==> config.mk <==
export PLATFORM = sky130hd
export DESIGN_NAME = ddr_controller_engine
export DESIGN_NICKNAME = d
export VERILOG_FILES = /design/src/rtl/ddr_ctrl_pkg.sv /design/src/rtl/ddr_controller_engine_watchdog.sv /design/src/rtl/ddr_controller_engine.sv
export SDC_FILE = /design/constraint.sdc
export NUM_CORES = 1
export LEC_CHECK = 0
export CAP_MARGIN = 20
export CELL_PAD_IN_SITES_DETAIL_PLACEMENT = 0
export CELL_PAD_IN_SITES_GLOBAL_PLACEMENT = 1
export CORE_UTILIZATION = 41
export DETAILED_ROUTE_END_ITERATION = 8
export GPL_TIMING_DRIVEN = 0
export PLACE_DENSITY = 0.77
export RECOVER_POWER = 100
export SLEW_MARGIN = 10
export SYNTH_ARGS = -nofsm -noshare
export SYNTH_HDL_FRONTEND = slang
export SYNTH_HIERARCHICAL = 1
export SYNTH_SLANG_ARGS = --single-unit
==> constraint.sdc <==
create_clock -name i_sys_clk -period 2.9 [get_ports i_sys_clk]
set_input_delay 0.58 -clock i_sys_clk [delete_from_list [all_inputs] [get_ports i_sys_clk]]
set_output_delay 0.58 -clock i_sys_clk [all_outputs]
set_load 0.02 [all_outputs]
==> src/rtl/ddr_ctrl_pkg.sv <==
// Shared types and encodings for the HDR-DDR controller engine.
package ddr_ctrl_pkg;

   // Engine sequencing states
   typedef enum logic [2:0] {
      ST_IDLE_SDR    = 3'd0,
      ST_ENTHDR      = 3'd1,
      ST_DISPATCH    = 3'd2,
      ST_DDR_NT      = 3'd3,
      ST_CCC_HANDLER = 3'd4,
      ST_RESTART     = 3'd5,
      ST_EXIT        = 3'd6
   } ddr_state_t;

   // SDA/SCL driver select encodings
   localparam logic [1:0] MUX_ENGINE  = 2'b00;
   localparam logic [1:0] MUX_DDR_NT  = 2'b01;
   localparam logic [1:0] MUX_CCC     = 2'b10;
   localparam logic [1:0] MUX_PATTERN = 2'b11;

   // Head-of-queue command type encodings
   localparam logic [1:0] CMD_REG = 2'b01;
   localparam logic [1:0] CMD_CCC = 2'b10;

   // Pattern generator selection
   localparam logic PAT_RESTART = 1'b0;
   localparam logic PAT_EXIT    = 1'b1;

   // Per-state output bundle (abort and command count are handled separately)
   typedef struct packed {
      logic [1:0] muxes;
      logic       enthdr_en;
      logic       nt_en;
      logic       ccc_en;
      logic       pattern_en;
      logic       pattern_sel;
      logic       busy;
   } ddr_out_t;

   // Decode the driver mux and enables for a given state
   function automatic ddr_out_t decode_outputs(input ddr_state_t st);
      ddr_out_t o;
      o.muxes       = MUX_ENGINE;
      o.enthdr_en   = 1'b0;
      o.nt_en       = 1'b0;
      o.ccc_en      = 1'b0;
      o.pattern_en  = 1'b0;
      o.pattern_sel = PAT_RESTART;
      o.busy        = 1'b1;
      case (st)
         ST_IDLE_SDR: begin
            o.busy = 1'b0;
         end
         ST_ENTHDR: begin
            o.enthdr_en = 1'b1;
         end
         ST_DISPATCH: begin
            o.muxes = MUX_ENGINE;
         end
         ST_DDR_NT: begin
            o.muxes = MUX_DDR_NT;
            o.nt_en = 1'b1;
         end
         ST_CCC_HANDLER: begin
            o.muxes  = MUX_CCC;
            o.ccc_en = 1'b1;
         end
         ST_RESTART: begin
            o.muxes      = MUX_PATTERN;
            o.pattern_en = 1'b1;
         end
         ST_EXIT: begin
            o.muxes       = MUX_PATTERN;
            o.pattern_en  = 1'b1;
            o.pattern_sel = PAT_EXIT;
         end
         default: begin
            o.busy = 1'b0;
         end
      endcase
      return o;
   endfunction

endpackage

==> src/rtl/ddr_controller_engine_watchdog.sv <==
// Per-command watchdog: counts occupancy cycles of a sub-engine state and
// flags expiry in the TIMEOUT-th cycle so the engine leaves on that edge.
module ddr_watchdog #(
   parameter int TIMEOUT = 1024
) (
   input  logic i_sys_clk,
   input  logic i_sys_rst,
   input  logic i_clear,
   input  logic i_enable,
   output logic o_expired
);

   localparam int CW = $clog2(TIMEOUT + 1);
   localparam logic [CW-1:0] LIMIT     = CW'(TIMEOUT);
   localparam logic [CW-1:0] EXPIRE_AT = CW'(TIMEOUT - 1);

   logic [CW-1:0] count_r;

   // Occupancy counter: cleared on entry, counts while enabled, saturates
   always_ff @(posedge i_sys_clk or negedge i_sys_rst) begin
      if (!i_sys_rst) begin
         count_r <= {CW{1'b0}};
      end else if (i_clear) begin
         count_r <= {CW{1'b0}};
      end else if (i_enable && (count_r != LIMIT)) begin
         count_r <= count_r + CW'(1);
      end else begin
         count_r <= count_r;
      end
   end

   // Count holds (occupancy - 1), so expiry shows in the TIMEOUT-th cycle
   assign o_expired = i_enable && (count_r >= EXPIRE_AT);

endmodule

==> src/rtl/ddr_controller_engine.sv <==
// HDR-DDR initiator sequencing engine: ENTHDR, command dispatch to the NT or
// CCC sub-engine, restart patterns between commands and a closing exit pattern.
module ddr_controller_engine
   import ddr_ctrl_pkg::*;
#(
   parameter int TIMEOUT = 1024,
   parameter int CNT_W   = 8
) (
   input  logic             i_sys_clk,
   input  logic             i_sys_rst,
   input  logic             i_hdr_req,
   input  logic [1:0]       i_cmd_type,
   input  logic             i_more_cmds,
   input  logic             i_ENTHDR_done,
   input  logic             i_NT_done,
   input  logic             i_CCC_done,
   input  logic             i_sub_error,
   input  logic             i_pattern_done,
   output logic [1:0]       o_muxes,
   output logic             o_ENTHDR_en,
   output logic             o_NT_en,
   output logic             o_CCC_en,
   output logic             o_pattern_en,
   output logic             o_pattern_sel,
   output logic             o_abort,
   output logic             o_busy,
   output logic [CNT_W-1:0] o_cmd_cnt
);

   ddr_state_t       state_r;
   ddr_state_t       next_state_s;
   ddr_out_t         out_r;
   ddr_out_t         next_out_s;
   logic             abort_r;
   logic             abort_s;
   logic             cnt_inc_s;
   logic             cnt_clr_s;
   logic [CNT_W-1:0] cmd_cnt_r;
   logic             wd_clear_s;
   logic             wd_enable_s;
   logic             wd_expired_s;

   assign wd_clear_s  = (state_r == ST_DISPATCH);
   assign wd_enable_s = (state_r == ST_DDR_NT) || (state_r == ST_CCC_HANDLER);

   ddr_watchdog #(
      .TIMEOUT (TIMEOUT)
   ) u_watchdog (
      .i_sys_clk (i_sys_clk),
      .i_sys_rst (i_sys_rst),
      .i_clear   (wd_clear_s),
      .i_enable  (wd_enable_s),
      .o_expired (wd_expired_s)
   );

   // Next-state, abort and counter-control decode; error beats done beats timeout
   always_comb begin
      next_state_s = state_r;
      abort_s      = 1'b0;
      cnt_inc_s    = 1'b0;
      cnt_clr_s    = 1'b0;
      case (state_r)
         ST_IDLE_SDR: begin
            if (i_hdr_req) begin
               next_state_s = ST_ENTHDR;
               cnt_clr_s    = 1'b1;
            end else begin
               next_state_s = ST_IDLE_SDR;
            end
         end
         ST_ENTHDR: begin
            if (i_ENTHDR_done) begin
               next_state_s = ST_DISPATCH;
            end else begin
               next_state_s = ST_ENTHDR;
            end
         end
         ST_DISPATCH: begin
            case (i_cmd_type)
               CMD_REG: next_state_s = ST_DDR_NT;
               CMD_CCC: next_state_s = ST_CCC_HANDLER;
               default: begin
                  next_state_s = ST_EXIT;
                  abort_s      = 1'b1;
               end
            endcase
         end
         ST_DDR_NT: begin
            if (i_sub_error) begin
               next_state_s = ST_EXIT;
               abort_s      = 1'b1;
            end else if (i_NT_done) begin
               cnt_inc_s    = 1'b1;
               next_state_s = i_more_cmds ? ST_RESTART : ST_EXIT;
            end else if (wd_expired_s) begin
               next_state_s = ST_EXIT;
               abort_s      = 1'b1;
            end else begin
               next_state_s = ST_DDR_NT;
            end
         end
         ST_CCC_HANDLER: begin
            if (i_sub_error) begin
               next_state_s = ST_EXIT;
               abort_s      = 1'b1;
            end else if (i_CCC_done) begin
               cnt_inc_s    = 1'b1;
               next_state_s = i_more_cmds ? ST_RESTART : ST_EXIT;
            end else if (wd_expired_s) begin
               next_state_s = ST_EXIT;
               abort_s      = 1'b1;
            end else begin
               next_state_s = ST_CCC_HANDLER;
            end
         end
         ST_RESTART: begin
            if (i_pattern_done) begin
               next_state_s = ST_DISPATCH;
            end else begin
               next_state_s = ST_RESTART;
            end
         end
         ST_EXIT: begin
            if (i_pattern_done) begin
               next_state_s = ST_IDLE_SDR;
            end else begin
               next_state_s = ST_EXIT;
            end
         end
         default: begin
            next_state_s = ST_IDLE_SDR;
         end
      endcase
   end

   assign next_out_s = decode_outputs(next_state_s);

   // State register with outputs registered from the next-state decode
   always_ff @(posedge i_sys_clk or negedge i_sys_rst) begin
      if (!i_sys_rst) begin
         state_r   <= ST_IDLE_SDR;
         out_r     <= decode_outputs(ST_IDLE_SDR);
         abort_r   <= 1'b0;
         cmd_cnt_r <= {CNT_W{1'b0}};
      end else begin
         state_r <= next_state_s;
         out_r   <= next_out_s;
         abort_r <= abort_s;
         if (cnt_clr_s) begin
            cmd_cnt_r <= {CNT_W{1'b0}};
         end else if (cnt_inc_s) begin
            cmd_cnt_r <= cmd_cnt_r + CNT_W'(1);
         end else begin
            cmd_cnt_r <= cmd_cnt_r;
         end
      end
   end

   assign o_muxes       = out_r.muxes;
   assign o_ENTHDR_en   = out_r.enthdr_en;
   assign o_NT_en       = out_r.nt_en;
   assign o_CCC_en      = out_r.ccc_en;
   assign o_pattern_en  = out_r.pattern_en;
   assign o_pattern_sel = out_r.pattern_sel;
   assign o_abort       = abort_r;
   assign o_busy        = out_r.busy;
   assign o_cmd_cnt     = cmd_cnt_r;

endmodule

==> reports/summary.md, run 1 <==
The logs give 183 for the cell count after synthesis and 0 for the total setup buffers inserted after CTS. The first global-routing pass estimated 6.75 mm of wire. Of the total synthesized cell area, the portion taken by AND, OR, NAND and NOR gates is 28.8%. Power spread over the standard cell area amounts to 899 mW/mm^2. After layout, the minimum clock period comes to 2.65 ns. The portion of synthesized cell area occupied by the leading cell type is 42.9%. Clock tree synthesis inserted a total of 5 buffers. For the pin with the worst max-slew slack, the measured transition is 1.68 ns. By area, the combinational part of the netlist is dominated by simple AND/OR/NAND/NOR gates. The number of I/O pins was 28; the largest stage delay on the critical path was 0.42 ns.

Sequential cells were found to cover 42.9% of the synthesized design area. The logs give 1.01 nW for the leakage power and 2.81 ns for the worst endpoint data arrival time. The die covers 0.00468 sq mm. The max capacitance violation total is 1. The max-slew violation count is 32. At the end of routability-driven placement, the weighted congestion stood at 0.836. Global routing used 19.9% of the available tracks. Via count normalized by instance count: 5.68. The total wirelength of the detailed-routed design is 4.00 mm. The worst path required time came out at 3.06 ns.

The checks that failed: capacitance limit, slew limit. The library cell contributing the largest single delay on the critical path is sky130_fd_sc_hd__dfrtp_1. In the synthesized netlist the async set-or-reset flop fraction comes to 100%. In this run, synthesis inferred 0 flip-flops with an integrated enable.

After layout, the worst path uses 91.4% of the clock period. After the first detailed-routing iteration, the DRC count stood at 59. The tightest min-delay check is of the register to register type. Before antenna repair, the detailed router went through 4 iterations.

The via count of the routed design was 1,521. Including well taps, the total number of placed cells is 260. Summed over all layers, the global routing overflow is 0. Category of the worst setup path capture point: a register.

Traced cell by cell, the critical path runs through buf_4 -> nor3b_2 -> nand2b_1 -> o21a_1 -> nor4bb_1 -> o21ai_0 -> nand4_2 -> nand2_1 -> mux2_2. In this run the tightest slew margin relative to its limit is -11.8%. After floorplanning, the core was divided into 23 placement rows.

The tools report the type of origin of the critical path as a register. For the clock latency on the worst-skew pair, the log shows 0.28 ns. For the number of nets in the layout, the log shows 234.

The adder-cell share of the synthesized area is 4.15%. The placed wire-length estimate is 2.90 mm, and the share of cell area taken by muxes after synthesis is 4.22%. Across all register-to-register paths, the minimum setup slack is 0.25 ns. The cell area that synthesis handed to floorplanning was 0.00181 sq mm. Entering global routing, the biggest net connects 32 pins. The clock arrives with 0.00514 ns of skew.

The setup TNS came out at 0 ns. The share of layout cells above drive strength 1 works out to 10.6%. The via count of the first global-routing pass is 1,447. The flow ran to the end, but the final reports show violations. Cells fill 54.4% of the core in the end. The clock tree synthesis step divided the H-tree into 2 levels. The maximum net fanout on the critical path is 10. The clock drives 31 sinks.

The average wire per cell in the routed design came out at 14.9 um. The cell type with the highest aggregate area in the netlist is sky130_fd_sc_hd__dfrtp_1. Setup repair after global routing left no endpoint under its margin. For this run, the number of Yosys warnings is 6. Among all flip-flop cells after synthesis, the most frequent one is sky130_fd_sc_hd__dfrtp_1. Summing the areas of all compound-gate instances in the mapped netlist gives 12.5% of the synthesized area. The number of antenna diodes in the final layout is 0.

Setup violations remaining at the end of the flow were counted as 0. The tools report the number of different library cells in the post-synthesis netlist as 48. For this run, the top clock speed supported by timing is 0.377 GHz. The die width is 68.4 um, and the initial antenna violation count is 0.

Counting every net in the synthesized netlist gives 200. The number of buffers inserted by port buffering was 27. The critical path is of the register to register type. In the post-synthesis netlist, the biggest area contributors are sky130_fd_sc_hd__dfrtp_1 43%, sky130_fd_sc_hd__ha_1 4.2%, sky130_fd_sc_hd__nor2_1 3.7%.

The cell sitting at the root of the clock tree is a sky130_fd_sc_hd__clkbuf_8. Counting along the longest clock path gives a buffer depth of 2. TritonCTS built the clock tree. The logs give 268 for the non-filler instance count after layout and 0 for the number of DRC violations after detailed routing.

The die span in y is 68.4 um, and the hold-fix buffer count after cts is 0. After Yosys synthesis, XOR and XNOR cells account for 3.88% of the synthesized area. After clock tree synthesis, the clock-pin slew on the worst setup and hold paths is 0.07 ns. The logs give 0.00412 sq mm for the core box area and 43.9% for the initial standard-cell utilization of the core. VDD sags by at most 414 uV.

In this run, synthesis produced a sequential element count of 31. The number of hold violations in the final report is 0. The post-route antenna net violation count was 0; the average footprint of a synthesized cell was 9.88 sq um.

Compared with the post-synthesis result, the final layout area differs by 23.9%.
-- flip-flops by register name, summed over array words and instances, names as in the netlist --
name                flops
o_CCC_en                1
o_busy                  1
o_ENTHDR_en             1
o_muxes                 2
o_cmd_cnt               8
o_pattern_en            1
o_NT_en                 1
o_pattern_sel           1
u_watchdog/count_r     11
state_r                 3
o_abort                 1
-- cells in the mapped netlist, types with 2 or more instances --
master and n:
sky130_fd_sc_hd__nand4_1 10, sky130_fd_sc_hd__and3_1 2, sky130_fd_sc_hd__nand3_2 2, sky130_fd_sc_hd__nor2b_1 4
sky130_fd_sc_hd__xor2_1 7, sky130_fd_sc_hd__nand2_1 8, sky130_fd_sc_hd__inv_1 10, sky130_fd_sc_hd__or3_1 3
sky130_fd_sc_hd__or4_1 3, sky130_fd_sc_hd__nor2_1 18, sky130_fd_sc_hd__a21oi_1 11, sky130_fd_sc_hd__a31oi_1 4
sky130_fd_sc_hd__nor3b_1 3, sky130_fd_sc_hd__nand3_1 3, sky130_fd_sc_hd__o21ai_0 9, sky130_fd_sc_hd__ha_1 6
sky130_fd_sc_hd__o31ai_1 2, sky130_fd_sc_hd__nor3_1 4, sky130_fd_sc_hd__nand2b_1 10, sky130_fd_sc_hd__dfrtp_1 31
sky130_fd_sc_hd__mux2_2 5, sky130_fd_sc_hd__mux2i_1 2
-- power breakdown --
group	internal, mW	leakage [nW]	switching [mW]
clock	0.278	0.0612	0.160
combinational	0.391	0.539	0.521
sequential	0.550	0.410	0.115
-- cell type report --
class / instances / area (sq um)
Inverter: 10 / 37.5
Clock buffer: 6 / 82.6
Fill cell: 380 / 1880
Tap cell: 50 / 62.6
Timing Repair Buffer: 27 / 264
Sequential cell: 31 / 776
Clock inverter: 2 / 35.0
Buffer: 4 / 26.3
Multi-Input combinational cell: 138 / 956
-- worst max-delay path: cells and delay by family, from the launching register on --
| kind | cells | cell delay (ns) |
|---|---|---|
| muxes | 1 | 0.29 |
| and+or+nand+nor | 5 | 1.22 |
| DFF | 1 | 0.42 |
| AOI/OAI and AO/OA | 2 | 0.40 |
| buffers and inverters | 1 | 0.20 |
-- per-layer routing --
metal  vias up  global-route usage (%)  wire [um]
li1        735                       -          -
met1       735                    26.2       1810
met2        46                    31.5       1920
met3         5                    4.00        203
met4         0                    8.59         70
met5         -                       0          0
-- kinds of logic after synthesis --
logic type	count (synthesis)
XOR/XNOR	8
adder cells (fa/ha/maj)	6
multiplexers	7
buffers and inverters	14
AO/OA/AOI/OAI	35
flip-flops	31
AND/OR/NAND/NOR	82
-- cells in the final DEF, fill, tap and decap left out, drive strengths merged, types with 2 or more instances in the layout --
| cell | count |
|---|---|
| and3 | 2 |
| dlygate4sd3 | 19 |
| dfrtp | 31 |
| buf | 2 |
| a31oi | 4 |
| nand3 | 5 |
| mux2i | 2 |
| clkdlybuf4s50 | 7 |
| inv | 10 |
| a21o | 2 |
| nand4 | 12 |
| nor3b | 3 |
| o31ai | 2 |
| nand2 | 8 |
| or3 | 3 |
| nor2b | 4 |
| mux2 | 5 |
| nand2b | 10 |
| ha | 6 |
| a21oi | 12 |
| o21ai | 9 |
| or4 | 3 |
| nor3 | 4 |
| nor2 | 18 |
| xor2 | 7 |
| clkbuf | 9 |
-- final timing paths --
path                              start                    end  depth (start not counted)
max                          state_r[1]                 o_busy                          9
min                        o_cmd_cnt[7]           o_cmd_cnt[7]                          2
max reg2reg                  state_r[1]                 o_busy                          9
min reg2reg                o_cmd_cnt[7]           o_cmd_cnt[7]                          2
max in group asynchronous     i_sys_rst             o_muxes[0]                          1
min in group asynchronous     i_sys_rst  u_watchdog/count_r[7]                          1
-- what timing repair did --
item,in CTS,in global routing
gates resized for setup,0,1
endpoints found under the hold margin,0,0
setup endpoints to repair,0,1
-- per-stage QoR --
step | instance area, sq um | setup WS [ns] | power (mW) | hold WS, ns
3_3_place_gp | 2140 | 0.235 | 1.58 | 0.538
6_report | 2240 | 0.249 | 2.01 | 0.543
2_1_floorplan | 1810 | 0.629 | 1.30 | 0.284
5_1_grt | 2240 | 0.0440 | 2.18 | 0.584
3_5_place_dp | 2140 | 0.172 | 1.62 | 0.548
4_1_cts | 2250 | 0.115 | 2.06 | 0.365
Power figures use the tool's default switching activity.
==> inputs of run 2 (changes only) <==
--- a/config.mk
+++ b/config.mk
@@ -6,12 +6,10 @@
 export NUM_CORES = 1
 export LEC_CHECK = 0
 export CAP_MARGIN = 20
-export CELL_PAD_IN_SITES_DETAIL_PLACEMENT = 0
-export CELL_PAD_IN_SITES_GLOBAL_PLACEMENT = 1
-export CORE_UTILIZATION = 41
+export CORE_UTILIZATION = 50
 export DETAILED_ROUTE_END_ITERATION = 8
 export GPL_TIMING_DRIVEN = 0
-export PLACE_DENSITY = 0.77
+export PLACE_DENSITY = 0.73
 export RECOVER_POWER = 100
 export SLEW_MARGIN = 10
 export SYNTH_ARGS = -nofsm -noshare
==> run 2 against run 1 <==
Effect of this change: the run still ends with capacitance limit, slew limit left; first-iteration DRC count rose by 46%; die area decreased by 18%; routed wire length shrank 1.1%; register-to-register slack is essentially flat; critical path depth unchanged; non-clock buffer count stayed put.
==> reports/summary.md, run 2 (synthesis results as in run 1) <==
The clock sink count was 31 (unchanged); the share of layout cells above drive strength 1 was 10.6% (unchanged). The worst setup slack for register-to-register paths was 0.24 ns (about the same); the final antenna diode count was 0 (unchanged). The total global routing overflow came out at 0 (unchanged). The length of the first detailed-routing pass in iterations is 4 (unchanged), and the overall global routing resource usage is 23.4% (+3.5 points).

The kind of cell with the highest combined delay on the critical path was simple AND/OR/NAND/NOR gates. Core box area: 0.00339 sq mm (-18%). The maximum VDD drop is 566 uV (+37%). For the proportion of power drawn by the clock network, the log shows 18.3% (-3.4 points).

Final RePlAce weighted congestion: 0.832 (-0.48%). Die width: 62.1 um (-9.2%). Walking the worst path, the cells encountered are buf_6 -> nor3b_2 -> nand2b_1 -> o21a_1 -> nor4bb_1 -> o21ai_0 -> nand4_2 -> nand2_1 -> mux2_2. For hold timing, the worst endpoint is o_cmd_cnt[7].

The tools report the wire length of the first global-routing pass as 7.08 mm (+4.9%). The shortest clock period the worst path allows after layout was 2.66 ns (+0.00886 ns). The logs give 0.33 ns (+0.05 ns) for the clock latency on the worst-skew pair and 264 (-1.5%) for the non-filler instance count after layout. The endpoint of the worst register-to-register path was o_busy. The largest stage delay on the critical path is 0.46 ns (+0.04 ns). The path class of the tightest hold or removal check is register to register.

The final count of negative-setup-slack endpoints came out at 0 (unchanged). The startpoint identified for the worst register-to-register timing path is state_r[0]. The largest individual stage delay along the critical path comes from the cell sky130_fd_sc_hd__dfrtp_1. The headroom to the max-slew limit was -14.5% (-2.7 points). The worst setup path is launched from a register. The combinational share of power is 47.3% (+2.0 points).

The run finished, with violations left. The proportion of power drawn by flip-flops and latches was 34.4% (+1.4 points). The number of buffers and inverters on the critical path works out to 1 (unchanged). The pin count of the biggest net entering global routing came out at 32 (unchanged).

The logs give 1.93 mW (-4.3%) for the power consumption and 0.00491 ns (-0.000232 ns) for the final worst clock skew. The most critical setup path has its startpoint at state_r[0]. Setup repair after global routing left no endpoint under its margin. The transition time at the pin with the least slew margin works out to 1.72 ns (+0.0407 ns). Switching power: 0.784 mW (-1.6%). The run gives 53.3% (+9.4 points) as the initial standard-cell utilization of the core. The run gives 0 (unchanged) as the initial antenna violation count. The total number of placement rows was 21 (-8.7%).

For the number of hold violations in the final report, the log shows 0 (unchanged). The DRC violation total after the first TritonRoute iteration came out at 86 (+46%). The tools report the max capacitance violation total as 1 (unchanged).

The setup path with the least slack is of type register to register. The tools report the total setup buffers inserted after CTS as 0 (unchanged). The number of nets in the layout was 234 (unchanged). The via count of the first global-routing pass was 1,552 (+7.3%). TritonCTS built the clock tree.

The tools report the total instance count after detailed placement as 256 (-1.5%). The tools report the placed wire-length estimate as 2.90 mm (about the same). The via count of the routed design was 1,531 (+0.66%); the area of the die was 0.00386 sq mm (-18%). The tools report the number of I/O pins as 28 (unchanged).

The switching power as a share of total power was 40.7% (+1.1 points); the via count normalized by instance count was 5.80 (+2.2%). For the layout filler cell count, the log shows 282 (-26%). The run gives 3.12 ns (+0.06 ns) as the worst path required time. The die span in y was 62.1 um (-9.2%).

The count of cells along the worst hold path was 2 (unchanged); the power density relative to cell area was 875 mW/mm^2 (-2.8%). Max-slew violation count: 32 (unchanged). The post-route antenna net violation count is 0 (unchanged), and the maximum achievable frequency is 0.376 GHz (-0.33%). The worst endpoint data arrival time was 2.88 ns (+0.07 ns); the setup TNS was 0 ns (unchanged).

The checks that failed: capacitance limit, slew limit. The tools report the number of buffers on the longest clock path as 2 (unchanged). Total wirelength of the detailed-routed design: 3.96 mm (-1.1%). Relative to the synthesized area, the layout overhead comes to 21.9%. The leakage power is 0.997 nW (-1.3%), and the CTS buffer count is 5 (unchanged).

The run gives 1.14 mW (-6.1%) as the internal power of the cells. The average wire per cell in the routed design works out to 15.0 um (+0.42%). The start point of the worst hold path was o_cmd_cnt[7]. Counting flops per register, the top entry is u_watchdog/count_r. The depth of the worst register-to-register path came out at 9 (unchanged). The worst setup path is captured at a register.

The number of flip-flops in the largest register was 11 (unchanged). The tools report the number of DRC violations after detailed routing as 0 (unchanged). The clock-pin slew on the worst setup and hold paths is 0.10 ns (+0.03 ns), and the number of buffers inserted by port buffering is 27 (unchanged). The ratio of final minimum period to clock period was 91.7% (+0.31 points).

The library cell used most frequently in the layout, excluding fill and tap cells, is sky130_fd_sc_hd__dfrtp_1. Maximum net fanout on the critical path: 10 (unchanged). Maximum level of the CTS H-tree: 2 (unchanged). The cell sitting at the root of the clock tree is a sky130_fd_sc_hd__clkbuf_4. The library cells used most frequently in the layout, excluding fill and tap cells, are 31 x sky130_fd_sc_hd__dfrtp_1, 18 x sky130_fd_sc_hd__nor2_1, 18 x sky130_fd_sc_hd__dlygate4sd3_1.
## run 2: changes by cell type in the layout (fill, tap and decap cells not counted), sizes merged
| cell | before | now |
|---|---|---|
| dlygate4sd3 | 19 | 18 |
| clkdlybuf4s50 | 7 | 8 |
## run 2: how the worst max path moves through the flow
stage	endpoint	slack [ns]	cells after the start
5_1_grt	o_busy	0.08	9
3_5_place_dp	o_busy	0.19	9
4_1_cts	o_busy	0.16	9
3_3_place_gp	o_busy	0.25	9
2_1_floorplan	o_busy	0.63	9
6_report	o_busy	0.24	9
## run 2: through the flow
| stage | cell area, sq um | utilization [%] | hold slack (ns) | worst slack, ns |
|---|---|---|---|---|
| 6_report | 2200 | 65.0 | 0.568 | 0.240 |
| 2_1_floorplan | 1810 | - | 0.284 | 0.629 |
| 3_3_place_gp | 2140 | 63.0 | 0.539 | 0.247 |
| 5_1_grt | 2200 | 65.0 | 0.617 | 0.0806 |
| 3_5_place_dp | 2130 | 62.9 | 0.559 | 0.191 |
| 4_1_cts | 2220 | 65.4 | 0.277 | 0.160 |
## run 2: cell type report
class                           instances  area, sq um  share of cell area (%)
Timing Repair Buffer                   27          264                    12.0
Inverter                               10         37.5                    1.70
Clock buffer                            6         51.3                    2.33
Buffer                                  4         26.3                    1.19
Tap cell                               46         57.6                    2.61
Sequential cell                        31          776                    35.2
Clock inverter                          2         35.0                    1.59
Multi-Input combinational cell        138          956                    43.4
## run 2: what timing repair did
| item | in CTS | in global routing |
|---|---|---|
| endpoints found under the hold margin | 0 | 0 |
| gates resized for setup | 0 | 1 |
| setup endpoints to repair | 0 | 1 |
| hold buffers | 0 | 0 |
## run 2: tightest hold or removal path, delay by kind of cell (launching register included)
kind            cells  cell delay [ns]
simple gates        1             0.11
flops               1             0.37
compound gates      1             0.05
## run 2: power groups by stage
stage / combinational, mW / clock [mW] / sequential (mW)
floorplan: 0.572 / 0 / 0.733
global placement: 0.907 / 0 / 0.668
detailed placement: 0.944 / 0 / 0.671
CTS: 0.950 / 0.365 / 0.663
global route: 1.02 / 0.384 / 0.680
finish: 0.912 / 0.353 / 0.662
## run 2: metal layers
layer	global-route usage [%]	up-vias	wire (um)
met5	0	-	0
met4	8.43	0	38
met3	8.09	4	219
met2	40.4	35	2100
met1	26.7	753	1600
li1	-	739	-
==> inputs of run 3 (changes only) <==
--- a/config.mk
+++ b/config.mk
@@ -8,6 +8,7 @@
 export CAP_MARGIN = 20
 export CORE_UTILIZATION = 50
 export DETAILED_ROUTE_END_ITERATION = 8
+export GPL_ROUTABILITY_DRIVEN = 0
 export GPL_TIMING_DRIVEN = 0
 export PLACE_DENSITY = 0.73
 export RECOVER_POWER = 100
==> results of run 3 <==
Same layout as run 2: the final DEF is identical, and so are final timing and power.
